File: src/rtl/ex_mem_stage_if.sv
// rtl/ex_mem_stage_if.sv - E-stage bundle into, and M-stage bundle out of, the EX/MEM stage
interface ex_mem_stage_if #(
  parameter int DW = 32,
  parameter int AW = 5
);
  logic          EnM;
  logic          FlushM;
  logic          RegWriteE;
  logic          MemtoRegE;
  logic          MemWriteE;
  logic [2:0]    ALUControlE;
  logic          ALUSrcE;
  logic          RegDstE;
  logic [DW-1:0] RD1_E;
  logic [DW-1:0] RD2_E;
  logic [DW-1:0] SignImmE;
  logic [AW-1:0] RT_E;
  logic [AW-1:0] RD_E;
  logic [1:0]    ForwardAE;
  logic [1:0]    ForwardBE;
  logic [DW-1:0] ResultW;
  logic [AW-1:0] WriteRegE;
  logic          RegWriteM;
  logic          MemtoRegM;
  logic          MemWriteM;
  logic [DW-1:0] ALUOutM;
  logic [DW-1:0] WriteDataM;
  logic [AW-1:0] WriteRegM;
  logic          ZeroM;

  modport master (
    output EnM, FlushM, RegWriteE, MemtoRegE, MemWriteE, ALUControlE, ALUSrcE, RegDstE,
           RD1_E, RD2_E, SignImmE, RT_E, RD_E, ForwardAE, ForwardBE, ResultW,
    input  WriteRegE, RegWriteM, MemtoRegM, MemWriteM, ALUOutM, WriteDataM, WriteRegM, ZeroM
  );

  modport slave (
    input  EnM, FlushM, RegWriteE, MemtoRegE, MemWriteE, ALUControlE, ALUSrcE, RegDstE,
           RD1_E, RD2_E, SignImmE, RT_E, RD_E, ForwardAE, ForwardBE, ResultW,
    output WriteRegE, RegWriteM, MemtoRegM, MemWriteM, ALUOutM, WriteDataM, WriteRegM, ZeroM
  );
endinterface

File: src/rtl/ex_mem_stage.sv
// rtl/ex_mem_stage.sv - MIPS execute stage: forwarding muxes, ALU, and EX/MEM pipeline register
module ex_mem_stage #(
  parameter int DW = 32,
  parameter int AW = 5
) (
  input  logic         clk,
  input  logic         clr_n,
  ex_mem_stage_if.slave bus
);

  logic [DW-1:0] src_a;
  logic [DW-1:0] fwd_b;
  logic [DW-1:0] src_b;
  logic [DW-1:0] alu_y;
  logic          alu_zero;
  logic [AW-1:0] write_reg_e;

  logic          reg_write_q, reg_write_d;
  logic          mem_to_reg_q, mem_to_reg_d;
  logic          mem_write_q, mem_write_d;
  logic [DW-1:0] alu_out_q, alu_out_d;
  logic [DW-1:0] write_data_q, write_data_d;
  logic [AW-1:0] write_reg_q, write_reg_d;
  logic          zero_q, zero_d;

  // Select 10 feeds back the pre-edge ALUOutM so dependent instructions chain each cycle
  always_comb begin
    case (bus.ForwardAE)
      2'b01:   src_a = bus.ResultW;
      2'b10:   src_a = alu_out_q;
      default: src_a = bus.RD1_E;
    endcase
    case (bus.ForwardBE)
      2'b01:   fwd_b = bus.ResultW;
      2'b10:   fwd_b = alu_out_q;
      default: fwd_b = bus.RD2_E;
    endcase
  end

  assign src_b       = bus.ALUSrcE ? bus.SignImmE : fwd_b;
  assign write_reg_e = bus.RegDstE ? bus.RD_E : bus.RT_E;

  always_comb begin
    alu_y = '0;
    case (bus.ALUControlE)
      3'b010:  alu_y = src_a + src_b;
      3'b110:  alu_y = src_a - src_b;
      3'b000:  alu_y = src_a & src_b;
      3'b001:  alu_y = src_a | src_b;
      3'b100:  alu_y = src_a & ~src_b;
      3'b101:  alu_y = src_a | ~src_b;
      3'b111:  alu_y = {{(DW-1){1'b0}}, ($signed(src_a) < $signed(src_b))};
      default: alu_y = '0;
    endcase
  end

  assign alu_zero = (alu_y == '0);

  // Flush beats enable; store data is the forwarded B operand, never the immediate
  always_comb begin
    reg_write_d  = reg_write_q;
    mem_to_reg_d = mem_to_reg_q;
    mem_write_d  = mem_write_q;
    alu_out_d    = alu_out_q;
    write_data_d = write_data_q;
    write_reg_d  = write_reg_q;
    zero_d       = zero_q;
    if (bus.FlushM) begin
      reg_write_d  = 1'b0;
      mem_to_reg_d = 1'b0;
      mem_write_d  = 1'b0;
      alu_out_d    = '0;
      write_data_d = '0;
      write_reg_d  = '0;
      zero_d       = 1'b0;
    end else if (bus.EnM) begin
      reg_write_d  = bus.RegWriteE;
      mem_to_reg_d = bus.MemtoRegE;
      mem_write_d  = bus.MemWriteE;
      alu_out_d    = alu_y;
      write_data_d = fwd_b;
      write_reg_d  = write_reg_e;
      zero_d       = alu_zero;
    end
  end

  always_ff @(posedge clk or negedge clr_n) begin
    if (!clr_n) begin
      reg_write_q  <= 1'b0;
      mem_to_reg_q <= 1'b0;
      mem_write_q  <= 1'b0;
      alu_out_q    <= '0;
      write_data_q <= '0;
      write_reg_q  <= '0;
      zero_q       <= 1'b0;
    end else begin
      reg_write_q  <= reg_write_d;
      mem_to_reg_q <= mem_to_reg_d;
      mem_write_q  <= mem_write_d;
      alu_out_q    <= alu_out_d;
      write_data_q <= write_data_d;
      write_reg_q  <= write_reg_d;
      zero_q       <= zero_d;
    end
  end

  assign bus.WriteRegE  = write_reg_e;
  assign bus.RegWriteM  = reg_write_q;
  assign bus.MemtoRegM  = mem_to_reg_q;
  assign bus.MemWriteM  = mem_write_q;
  assign bus.ALUOutM    = alu_out_q;
  assign bus.WriteDataM = write_data_q;
  assign bus.WriteRegM  = write_reg_q;
  assign bus.ZeroM      = zero_q;

endmodule

File: src/flat_wrapper.sv
// flat-port wrapper written by rule: the top's interface ports become plain ports
module ex_mem_stage_flat 
#(
  parameter int DW = 32,
  parameter int AW = 5
)
  (clk, clr_n, bus_EnM, bus_FlushM, bus_RegWriteE, bus_MemtoRegE, bus_MemWriteE, bus_ALUControlE, bus_ALUSrcE, bus_RegDstE, bus_RD1_E, bus_RD2_E, bus_SignImmE, bus_RT_E, bus_RD_E, bus_ForwardAE, bus_ForwardBE, bus_ResultW, bus_WriteRegE, bus_RegWriteM, bus_MemtoRegM, bus_MemWriteM, bus_ALUOutM, bus_WriteDataM, bus_WriteRegM, bus_ZeroM);
  ex_mem_stage_if #(.DW(DW), .AW(AW)) bus_i ();
  input  logic clk;
  input  logic clr_n;
  input wire logic [$bits(bus_i.EnM)-1:0] bus_EnM;
  input wire logic [$bits(bus_i.FlushM)-1:0] bus_FlushM;
  input wire logic [$bits(bus_i.RegWriteE)-1:0] bus_RegWriteE;
  input wire logic [$bits(bus_i.MemtoRegE)-1:0] bus_MemtoRegE;
  input wire logic [$bits(bus_i.MemWriteE)-1:0] bus_MemWriteE;
  input wire logic [$bits(bus_i.ALUControlE)-1:0] bus_ALUControlE;
  input wire logic [$bits(bus_i.ALUSrcE)-1:0] bus_ALUSrcE;
  input wire logic [$bits(bus_i.RegDstE)-1:0] bus_RegDstE;
  input wire logic [$bits(bus_i.RD1_E)-1:0] bus_RD1_E;
  input wire logic [$bits(bus_i.RD2_E)-1:0] bus_RD2_E;
  input wire logic [$bits(bus_i.SignImmE)-1:0] bus_SignImmE;
  input wire logic [$bits(bus_i.RT_E)-1:0] bus_RT_E;
  input wire logic [$bits(bus_i.RD_E)-1:0] bus_RD_E;
  input wire logic [$bits(bus_i.ForwardAE)-1:0] bus_ForwardAE;
  input wire logic [$bits(bus_i.ForwardBE)-1:0] bus_ForwardBE;
  input wire logic [$bits(bus_i.ResultW)-1:0] bus_ResultW;
  output wire logic [$bits(bus_i.WriteRegE)-1:0] bus_WriteRegE;
  output wire logic [$bits(bus_i.RegWriteM)-1:0] bus_RegWriteM;
  output wire logic [$bits(bus_i.MemtoRegM)-1:0] bus_MemtoRegM;
  output wire logic [$bits(bus_i.MemWriteM)-1:0] bus_MemWriteM;
  output wire logic [$bits(bus_i.ALUOutM)-1:0] bus_ALUOutM;
  output wire logic [$bits(bus_i.WriteDataM)-1:0] bus_WriteDataM;
  output wire logic [$bits(bus_i.WriteRegM)-1:0] bus_WriteRegM;
  output wire logic [$bits(bus_i.ZeroM)-1:0] bus_ZeroM;
  assign bus_i.EnM = bus_EnM;
  assign bus_i.FlushM = bus_FlushM;
  assign bus_i.RegWriteE = bus_RegWriteE;
  assign bus_i.MemtoRegE = bus_MemtoRegE;
  assign bus_i.MemWriteE = bus_MemWriteE;
  assign bus_i.ALUControlE = bus_ALUControlE;
  assign bus_i.ALUSrcE = bus_ALUSrcE;
  assign bus_i.RegDstE = bus_RegDstE;
  assign bus_i.RD1_E = bus_RD1_E;
  assign bus_i.RD2_E = bus_RD2_E;
  assign bus_i.SignImmE = bus_SignImmE;
  assign bus_i.RT_E = bus_RT_E;
  assign bus_i.RD_E = bus_RD_E;
  assign bus_i.ForwardAE = bus_ForwardAE;
  assign bus_i.ForwardBE = bus_ForwardBE;
  assign bus_i.ResultW = bus_ResultW;
  assign bus_WriteRegE = bus_i.WriteRegE;
  assign bus_RegWriteM = bus_i.RegWriteM;
  assign bus_MemtoRegM = bus_i.MemtoRegM;
  assign bus_MemWriteM = bus_i.MemWriteM;
  assign bus_ALUOutM = bus_i.ALUOutM;
  assign bus_WriteDataM = bus_i.WriteDataM;
  assign bus_WriteRegM = bus_i.WriteRegM;
  assign bus_ZeroM = bus_i.ZeroM;
  ex_mem_stage #(.DW(DW), .AW(AW)) u_core (.clk(clk), .clr_n(clr_n), .bus(bus_i));
endmodule
File: config.mk
export PLATFORM = sky130hd
export DESIGN_NAME = ex_mem_stage_flat
export DESIGN_NICKNAME = d
export VERILOG_FILES = /design/src/rtl/ex_mem_stage_if.sv /design/src/rtl/ex_mem_stage.sv /design/src/flat_wrapper.sv
export SDC_FILE = /design/constraint.sdc
export NUM_CORES = 1
export LEC_CHECK = 0
export ABC_CLOCK_PERIOD_IN_PS = 8900
export CORE_MARGIN = 3
export CORE_UTILIZATION = 56
export CTS_CLUSTER_DIAMETER = 200
export DETAILED_ROUTE_END_ITERATION = 12
export GPL_ROUTABILITY_DRIVEN = 0
export PLACE_DENSITY = 0.86
export RECOVER_POWER = 100
export SLEW_MARGIN = 20
export SYNTH_ARGS = -nofsm -noshare
export SYNTH_HDL_FRONTEND = slang
export SYNTH_SLANG_ARGS = --single-unit
File: constraint.sdc
create_clock -name clk -period 8.9 [get_ports clk]
set_input_delay 1.78 -clock clk [delete_from_list [all_inputs] [get_ports clk]]
set_output_delay 1.78 -clock clk [all_outputs]
set_load 0.02 [all_outputs]
==> results of run 1 <==
-- logic make-up after synthesis --
group / Yosys count
multiplexers: 35
buffers and inverters: 167
AND/OR/NAND/NOR: 375
flip-flops: 73
XOR/XNOR: 72
adder cells (fa/ha/maj): 90
AO/OA/AOI/OAI: 460
-- cells in the final DEF (no fill, tap or decap), types with 6 or more instances in the layout --
| cell | count |
|---|---|
| a211oi_1 | 36 |
| a21o_1 | 14 |
| a21oi_1 | 110 |
| a221oi_1 | 10 |
| a22o_1 | 6 |
| a22oi_1 | 65 |
| a31oi_1 | 10 |
| buf_4 | 13 |
| clkbuf_16 | 9 |
| clkdlybuf4s50_1 | 147 |
| dfrtp_1 | 73 |
| dlygate4sd3_1 | 79 |
| ha_1 | 66 |
| inv_1 | 62 |
| maj3_1 | 21 |
| mux2_2 | 10 |
| mux2i_1 | 25 |
| nand2_1 | 98 |
| nand2b_1 | 10 |
| nand3_1 | 15 |
| nand4_1 | 12 |
| nor2_1 | 159 |
| nor2b_1 | 16 |
| nor3_1 | 29 |
| o2111ai_1 | 6 |
| o211ai_1 | 11 |
| o21a_1 | 11 |
| o21ai_0 | 93 |
| o21bai_1 | 10 |
| o31ai_1 | 11 |
| xnor2_1 | 65 |
| xor2_1 | 7 |
-- worst min path at each step --
stage                                          from                        end  slack (ns)  cells after the start
final                     u_core.bus.WriteDataM[29]  u_core.bus.WriteDataM[29]        0.52                      2
after global routing       u_core.bus.WriteDataM[7]   u_core.bus.WriteDataM[7]        0.54                      2
after CTS                  u_core.bus.WriteDataM[7]   u_core.bus.WriteDataM[7]        0.52                      2
after detailed placement   u_core.bus.WriteDataM[7]   u_core.bus.WriteDataM[7]        0.51                      2
after global placement     u_core.bus.WriteDataM[3]   u_core.bus.WriteDataM[3]        0.50                      2
after floorplan           u_core.bus.WriteDataM[19]  u_core.bus.WriteDataM[19]        0.63                      2
-- cells in the mapped netlist, drive strengths merged, types with 12 or more instances --
master / n / area, µm²
maj3: 21 / 210
dfrtp: 73 / 1830
nand2: 98 / 368
buf: 40 / 224
a21oi: 110 / 551
a221oi: 12 / 129
a211oi: 37 / 288
nor2b: 16 / 100
mux2i: 25 / 250
a21o: 14 / 105
inv: 64 / 240
nand4: 12 / 75.1
xnor2: 65 / 569
a22oi: 65 / 488
ha: 67 / 838
nand3: 15 / 75.1
nor3: 29 / 155
nor2: 159 / 597
o31ai: 15 / 141
clkbuf: 59 / 221
o21ai: 100 / 508
-- metrics by stage --
step / setup slack (ns) / instance area [µm²] / utilization
after floorplan: 3.00 / 9450 / -
after global placement: 1.93 / 11700 / 0.722
after detailed placement: 1.69 / 11700 / 0.722
after CTS: 1.97 / 12000 / 0.740
after global routing: 0.871 / 11900 / 0.738
final: 1.21 / 11900 / 0.738
-- state kept, by name, summed over array words and instances (netlist names) --
| register | count |
|---|---|
| u_core.bus.ALUOutM | 32 |
| u_core.bus.WriteDataM | 32 |
| u_core.bus.WriteRegM | 5 |
| u_core.bus.MemWriteM | 1 |
| u_core.bus.MemtoRegM | 1 |
| u_core.bus.RegWriteM | 1 |
| u_core.bus.ZeroM | 1 |
-- final cells by class --
class	instances	area [µm²]
Multi-Input combinational cell	1032	6910
Timing Repair Buffer	245	2390
Inverter	68	255
Fill cell	1268	4240
Clock buffer	9	225
Tap cell	216	270
Clock inverter	6	60.1
Sequential cell	73	1830
-- per-layer routing --
layer,share of wire,wire length [µm],up-vias,global-route usage
met5,0.00021,8,-,0
met4,0.077,2950,2,0.251
met3,0.11,4170,218,0.0833
li1,-,-,4933,-
met2,0.46,17700,911,0.652
met1,0.35,13400,5180,0.474
-- where the power goes --
part	internal, mW	total [mW]	switching (mW)
combinational	0.372	0.956	0.584
sequential	0.356	0.380	0.0240
clock	0.214	0.353	0.139
total	0.942	1.69	0.747
-- worst max-delay path, delay by kind of cell --
kind	cells	cell delay, ns
simple gates	5	1.26
buf+inv	2	0.63
compound gates	9	2.52
fa+ha+maj	3	1.73
==> flow_metrics.py, run 1 <==
metrics = {
    "setup_path": {
        "r2r_slack_ns": 3.82,
        "r2r_start": "u_core.bus.ALUOutM[0]",
        "cp.required_ns": 9.15,
        "cp_slowest_stage_delay_ns": 1.05,
        "path_class": "in2reg",
        "end_kind": "flip-flop",
        "r2r_end": "u_core.bus.ZeroM",
        "crit_end": "u_core.bus.ZeroM",
        "path_cells": "dlygate4sd3_1 -> ha_1 -> a22oi_1 -> o21ai_0 -> inv_1 -> ha_1 -> fa_1 -> o21ba_1 -> or4_1 -> nand2_1 -> a21boi_0 -> o21ai_2 -> a311o_1 -> o2111ai_1 -> o31ai_1 -> nand4_1 -> nor4_1 -> nand4_1 -> o21ai_0",
        "rr_worst_depth": 17,
        "critPathLaunch": "bus_ForwardAE[1]",
        "worstSetupStartpointType": "input pin",
        "arrival_ns": 7.94,
        "cp_slowest_cell": "ha_1",
        "path_max_fanout": 32,
    },
    "clock_network": {
        "cts_max_level": 3,
        "numCtsBuffers": 9,
        "cts_tree": "yes",
        "cts_sinks": 73,
        "cts_resized": 0,
        "hold_buffers": 0,
        "post-cts-setup-buffers": 0,
        "clockBufferDepth": 2,
        "cts-root-buf": "clkbuf_16",
        "clock_latency_ns": 0.34,
        "clk_pin_slew_ns": 0.06,
    },
    "synthesis": {
        "syn_area_per_cell_um2": 7.43,
        "synth_compound_area_frac": 0.332,
        "yosysUniqueCellTypes": 84,
        "synth-xor-area-share": 0.0667,
        "synth_async_sr_flop_share": 1.00,
        "synth_area_um2": 9450,
        "syn_inst": 1272,
        "synth_top_family_by_area": "compound AO/OA/AOI/OAI gates",
        "ys_warn_count": 0,
        "synthMuxAreaShare": 0.0384,
        "syn_nets": 1495,
        "synth-main-ff-cell": "dfrtp_1",
        "synth_adder_area_share": 0.115,
        "synthSimpleGateAreaFrac": 0.180,
        "synth_seq_area_share": 0.193,
        "ys_ff_latch": 73,
        "synth_edf_count": 0,
    },
    "timing": {
        "finalClockSkew_ns": 0.00562,
        "tightest_slew_ns": 3.97,
        "fmax_mhz": 130,
        "finalCriticalPeriod_ns": 7.69,
        "max-slew-margin-rel": -1.65,
        "setup_viol": 0,
        "fin_setup_tns_ns": 0,
        "final-hold-violation-count": 0,
        "post-route-period-util": 0.864,
        "drv_slew": 152,
        "worst_hold_slack_ns": 0.515,
        "rsz0062_at_grt": "no",
    },
    "status": {
        "failed_checks": "max-capacitance violations, max-slew violations",
        "status": "finished with violations",
    },
    "power_and_ir_drop": {
        "ir_drop_uv": 103,
        "p_per_area_nw_per_um2": 141,
        "p_leak_nw": 5.05,
        "power.total_mw": 1.69,
    },
    "worst_hold_path": {
        "hold_path_class": "reg2reg",
    },
    "global_routing": {
        "antenna_found_initial": 1,
        "grt_pass1_vias": 10800,
        "grt_pass1_wl_mm": 57.7,
        "grt_util_all_layers": 0.397,
        "gr-total-overflow": 0,
        "grt_start_max_net_pins": 78,
    },
    "layout": {
        "stdcell_count": 1649,
        "layout.nets": 1652,
        "diodes": 0,
        "area_growth_syn_to_layout_pct": 26.3,
        "final_layout_size_suffix_gt1_frac": 0.0447,
    },
    "place": {
        "io_buffers": 231,
        "hpwl_mm": 28.7,
        "dp.cells": 1634,
    },
    "drt": {
        "finalWirelength_mm": 38.3,
        "avgViaCountPerCell": 6.82,
        "vias": 11200,
        "drt-initial-drc-count": 1651,
        "wl_per_cell_um": 23.2,
        "drc": 0,
        "firstDrtPassIters": 6,
        "antenna_left": 0,
    },
    "die": {
        "die_area_um2": 18500,
        "ioPinCount": 232,
        "die_y_um": 136,
        "start_util": 0.584,
        "num_rows": 46,
        "die_w_um": 136,
        "core_um2": 16200,
    },
    "flow_run": {
        "drv_cap": 2,
    },
}
Power figures use the tool's default switching activity.
==> inputs of run 2 (changes only) <==
- ABC_CLOCK_PERIOD_IN_PS: 8900 -> 9200
- clock period: 8.9 -> 9.2 ns (I/O delays scaled with it)
==> run 2 against run 1 <==
Net effect:
- the flow still finishes with violations (max-capacitance violations, max-slew violations)
- critical path type unchanged
- combinational power fell by 5.0%
- critical path depth up 1
- sequential cell count did not move
- total power decreased by 2.6%
- setup slack better by 0.12 ns
- global-route usage shrank 0.42 points
- clock power increased by 4%
- core utilization about the same
- via count fell by 0.57%
- final cell count stayed put
==> flow_metrics.py, run 2 (synthesis results as in run 1) <==
metrics = {
    "power_and_ir_drop": {
        "p_leak_nw": 5.06,
        "ir_drop_uv": 126,
        "p_per_area_nw_per_um2": 138,
    },
    "clock_network": {
        "clock_latency_ns": 0.35,
        "cts_sinks": 73,
        "cts_resized": 0,
        "clk_pin_slew_ns": 0.06,
        "cts-root-buf": "clkbuf_16",
        "post-cts-setup-buffers": 0,
        "cts_tree": "yes",
        "clockBufferDepth": 2,
        "numCtsBuffers": 9,
        "hold_buffers": 0,
        "cts_max_level": 3,
    },
    "status": {
        "status": "finished with violations",
        "failed_checks": "max-capacitance violations, max-slew violations",
    },
    "flow_run": {
        "drv_cap": 3,
    },
    "timing": {
        "post-route-period-util": 0.856,
        "fin_setup_tns_ns": 0,
        "tightest_slew_ns": 4.07,
        "drv_slew": 208,
        "setup_viol": 0,
        "final-hold-violation-count": 0,
        "rsz0062_at_grt": "no",
        "max-slew-margin-rel": -1.71,
        "finalClockSkew_ns": 0.00651,
        "fmax_mhz": 127,
        "worst_hold_slack_ns": 0.514,
        "finalCriticalPeriod_ns": 7.88,
    },
    "drt": {
        "vias": 11200,
        "avgViaCountPerCell": 6.78,
        "wl_per_cell_um": 22.8,
        "finalWirelength_mm": 37.6,
        "drc": 0,
        "drt-initial-drc-count": 1625,
        "antenna_left": 0,
        "firstDrtPassIters": 6,
    },
    "die": {
        "start_util": 0.584,
        "die_area_um2": 18500,
        "core_um2": 16200,
        "ioPinCount": 232,
        "die_y_um": 136,
        "num_rows": 46,
        "die_w_um": 136,
    },
    "worst_hold_path": {
        "hold_path_startpoint": "u_core.bus.WriteDataM[21]",
        "hold_path_class": "reg2reg",
        "hold_depth": 2,
        "min_to": "u_core.bus.WriteDataM[21]",
    },
    "layout": {
        "final_layout_size_suffix_gt1_frac": 0.0433,
        "final_cell_mix": "nor2_1, clkdlybuf4s50_1, a21oi_1, nand2_1, o21ai_0",
        "utilization": 0.738,
        "diodes": 0,
        "stdcell_count": 1649,
        "final_common_cell": "nor2_1",
        "area_growth_syn_to_layout_pct": 26.2,
        "layout.nets": 1652,
    },
    "global_routing": {
        "grt_util_all_layers": 0.393,
        "antenna_found_initial": 1,
        "grt_pass1_vias": 10600,
        "gr-total-overflow": 0,
        "grt_start_max_net_pins": 78,
        "grt_pass1_wl_mm": 57.2,
    },
    "setup_path": {
        "arrival_ns": 8.14,
        "worstSetupStartpointType": "input pin",
        "path_max_fanout": 32,
        "rr_worst_depth": 17,
        "critPathLaunch": "bus_ForwardAE[0]",
        "r2r_slack_ns": 4.03,
        "r2r_start": "u_core.bus.ALUOutM[9]",
        "r2r_end": "u_core.bus.ZeroM",
        "path_class": "in2reg",
        "end_kind": "flip-flop",
        "cp.required_ns": 9.47,
    },
    "place": {
        "io_buffers": 231,
        "hpwl_mm": 28.1,
        "dp.cells": 1634,
    },
}
run 2: stage by stage:
stage,total power [mW],instance area [µm²],setup slack [ns]
floorplan,0.967,9450,3.24
global placement,1.25,11700,2.00
detailed placement,1.26,11700,1.94
CTS,1.63,12000,2.27
global route,1.72,11900,0.976
finish,1.64,11900,1.32
run 2: area by class of cell:
| class | instances | area [µm²] |
|---|---|---|
| clock buffer | 11 | 253 |
| sequential | 73 | 1830 |
| tap | 216 | 270 |
| clock inverter | 4 | 51.3 |
| timing repair buffer | 245 | 2380 |
| fill | 1295 | 4240 |
| inverter | 68 | 255 |
| multi-input combinational | 1032 | 6890 |
run 2: power breakdown:
group / switching (mW) / leakage, nW / internal [mW]
logic: 0.549 / 3.94 / 0.359
registers: 0.0247 / 0.973 / 0.344
clock network: 0.144 / 0.148 / 0.224
run 2: metal layers:
| layer | up-vias | GRT usage | wire length, µm |
|---|---|---|---|
| li1 | 4945 | - | - |
| met1 | 5091 | 0.485 | 13500 |
| met2 | 951 | 0.632 | 17000 |
| met3 | 191 | 0.0759 | 4230 |
| met4 | 2 | 0.244 | 2790 |
| met5 | - | 0 | 15 |
run 2: worst max-delay path: stages:
cell and delay, ns:
dlygate4sd3_1 0.56, inv_1 0.07, ha_1 1.02, a22oi_1 0.28, o21ai_0 0.46, inv_1 0.09, ha_1 0.23, fa_1 0.48
o21ba_1 0.24, or4_1 0.43, nand2_1 0.19, a21boi_0 0.24, o21ai_2 0.30, a311o_1 0.21, o2111ai_1 0.17, o31ai_1 0.53
nand4_1 0.17, nor4_1 0.32, nand4_1 0.13, o21ai_0 0.19
run 2: worst max-delay path by stage:
stage / end / slack [ns] / cells after the start
floorplan: u_core.bus.ZeroM / 3.24 / 22
global placement: u_core.bus.ZeroM / 2.00 / 19
CTS: u_core.bus.ZeroM / 2.27 / 20
detailed placement: u_core.bus.ZeroM / 1.94 / 20
finish: u_core.bus.ZeroM / 1.32 / 20
global route: u_core.bus.ZeroM / 0.98 / 18
==> inputs of run 3 (changes only) <==
- CORE_MARGIN: 3 -> 1.5
- CTS_CLUSTER_DIAMETER: 200 -> unset
- CTS_CLUSTER_SIZE: unset -> 30
==> run 3 against run 2 <==
Net effect:
- the flow still finishes with violations (max-capacitance violations, max-slew violations)
- maximum frequency fell by 2.0%
- sequential share of layout area is 0.075 points lower
- clock skew increased by 0.0039 ns
- clock power rose by 11%
- total power increased by 3.2%
- setup slack lost 0.16 ns
- register-to-register slack improved by 0.16 ns
- via count shrank 0.44%
- largest cell class unchanged
- highest routed layer is now met4
==> flow_metrics.py, run 3 (synthesis results as in run 1) <==
metrics = {
    "die": {
        "die_y_um": 133,
        "die_area_um2": 17700,
        "num_rows": 47,
        "ioPinCount": 232,
        "die_w_um": 133,
        "core_um2": 16500,
        "start_util": 0.572,
    },
    "drt": {
        "wl_per_cell_um": 22.3,
        "antenna_left": 0,
        "firstDrtPassIters": 8,
        "finalWirelength_mm": 36.9,
        "vias": 11100,
        "drc": 0,
        "drt-initial-drc-count": 1299,
        "avgViaCountPerCell": 6.73,
    },
    "layout": {
        "fin_area_um2": 12000,
        "area_growth_syn_to_layout_pct": 26.9,
        "utilization": 0.726,
        "final_common_cell": "nor2_1",
        "diodes": 0,
        "final_layout_size_suffix_gt1_frac": 0.0425,
        "nFillCells": 1279,
        "seq_area_um2": 1830,
        "multi_input_area_um2": 6910,
        "final_cell_mix": "nor2_1, clkdlybuf4s50_1, a21oi_1, nand2_1, o21ai_0",
        "layout.nets": 1653,
    },
    "clock_network": {
        "post-cts-setup-buffers": 0,
        "cts_tree": "yes",
        "cts_resized": 0,
        "cts_max_level": 3,
        "clk_pin_slew_ns": 0.06,
        "clockBufferDepth": 2,
        "cts_sinks": 73,
        "clock_latency_ns": 0.35,
        "hold_buffers": 0,
        "cts-root-buf": "clkbuf_16",
        "numCtsBuffers": 9,
    },
    "setup_path": {
        "arrival_ns": 8.30,
        "cp_slowest_stage_delay_ns": 1.53,
        "path_max_fanout": 65,
        "r2r_slack_ns": 4.19,
        "rr_worst_depth": 17,
        "worstSetupStartpointType": "input pin",
        "cp_slowest_cell": "ha_1",
        "r2r_start": "u_core.bus.ALUOutM[0]",
        "path_cells": "dlygate4sd3_1 -> inv_1 -> ha_1 -> o21ai_0 -> ha_1 -> or4_1 -> nand2_1 -> a21boi_1 -> o21ai_2 -> a311o_1 -> o2111ai_1 -> o31ai_1 -> nand4_1 -> nor4_1 -> nand4_1 -> o21ai_1",
        "cp.required_ns": 9.47,
        "r2r_end": "u_core.bus.ZeroM",
        "path_class": "in2reg",
        "end_kind": "flip-flop",
    },
    "power_and_ir_drop": {
        "p_per_area_nw_per_um2": 141,
        "ir_drop_uv": 109,
        "p_leak_nw": 5.07,
    },
    "worst_hold_path": {
        "hold_path_class": "reg2reg",
        "hold_depth": 2,
        "hold_path_startpoint": "u_core.bus.WriteDataM[6]",
        "min_to": "u_core.bus.WriteDataM[6]",
    },
    "timing": {
        "max-slew-margin-rel": -1.68,
        "finalClockSkew_ns": 0.0104,
        "fmax_mhz": 124,
        "tightest_slew_ns": 4.02,
        "finalCriticalPeriod_ns": 8.04,
        "final-hold-violation-count": 0,
        "setup_viol": 0,
        "rsz0062_at_grt": "no",
        "post-route-period-util": 0.873,
        "fin_setup_tns_ns": 0,
        "drv_slew": 274,
    },
    "status": {
        "failed_checks": "max-capacitance violations, max-slew violations",
        "status": "finished with violations",
    },
    "global_routing": {
        "grt_pass1_wl_mm": 56.5,
        "grt_util_all_layers": 0.404,
        "grt_pass1_vias": 10400,
        "antenna_found_initial": 0,
        "gr-total-overflow": 0,
        "grt_start_max_net_pins": 78,
    },
    "place": {
        "hpwl_mm": 27.5,
        "io_buffers": 231,
        "placed_area_um2": 11700,
    },
    "flow_run": {
        "drv_cap": 4,
    },
}
[run 3: final cells by class]
cell class                      count  area share
Multi-Input combinational cell   1032       0.576
Sequential cell                    73       0.152
Timing Repair Buffer              246       0.199
Tap cell                          220      0.0230
Clock inverter                      5     0.00877
Clock buffer                       10      0.0191
Inverter                           68      0.0213
[run 3: per-stage QoR]
stage / setup slack [ns] / hold WS, ns / cells / total power, mW
final: 1.16 / 0.510 / 1654 / 1.70
after global placement: 1.70 / 0.498 / 1639 / 1.25
after floorplan: 3.24 / 0.626 / 1272 / 0.967
after CTS: 1.88 / 0.521 / 1654 / 1.67
after detailed placement: 1.56 / 0.506 / 1639 / 1.27
after global routing: 0.812 / 0.533 / 1654 / 1.76
[run 3: how the worst max path moves through the flow]
stage,cells after the start,start,endpoint
final,16,bus_ForwardAE[0],u_core.bus.ZeroM
after global placement,19,bus_ForwardBE[0],u_core.bus.ZeroM
after global routing,17,bus_ForwardAE[0],u_core.bus.ZeroM
after floorplan,22,bus_ForwardBE[0],u_core.bus.ZeroM
after detailed placement,19,bus_ForwardBE[0],u_core.bus.ZeroM
after CTS,19,bus_ForwardBE[0],u_core.bus.ZeroM
[run 3: critical path: cells and delay by family]
kind / cells / cell delay, ns
adders and majority gates: 2 / 2.14
and+or+nand+nor: 5 / 1.43
AOI/OAI and AO/OA: 7 / 2.22
buffers and inverters: 2 / 0.63
[run 3: power by group]
part | internal [mW] | switching [mW] | total [mW]
clock | 0.264 | 0.144 | 0.408
combinational | 0.362 | 0.558 | 0.920
sequential | 0.344 | 0.0241 | 0.368
total | 0.970 | 0.726 | 1.70
[run 3: metal layers]
metal / track usage / vias to the layer above / share of wire
li1: - / 4945 / -
met5: 0 / - / 0
met1: 0.475 / 5077 / 0.36
met3: 0.0816 / 220 / 0.11
met4: 0.259 / 0 / 0.077
met2: 0.672 / 889 / 0.45
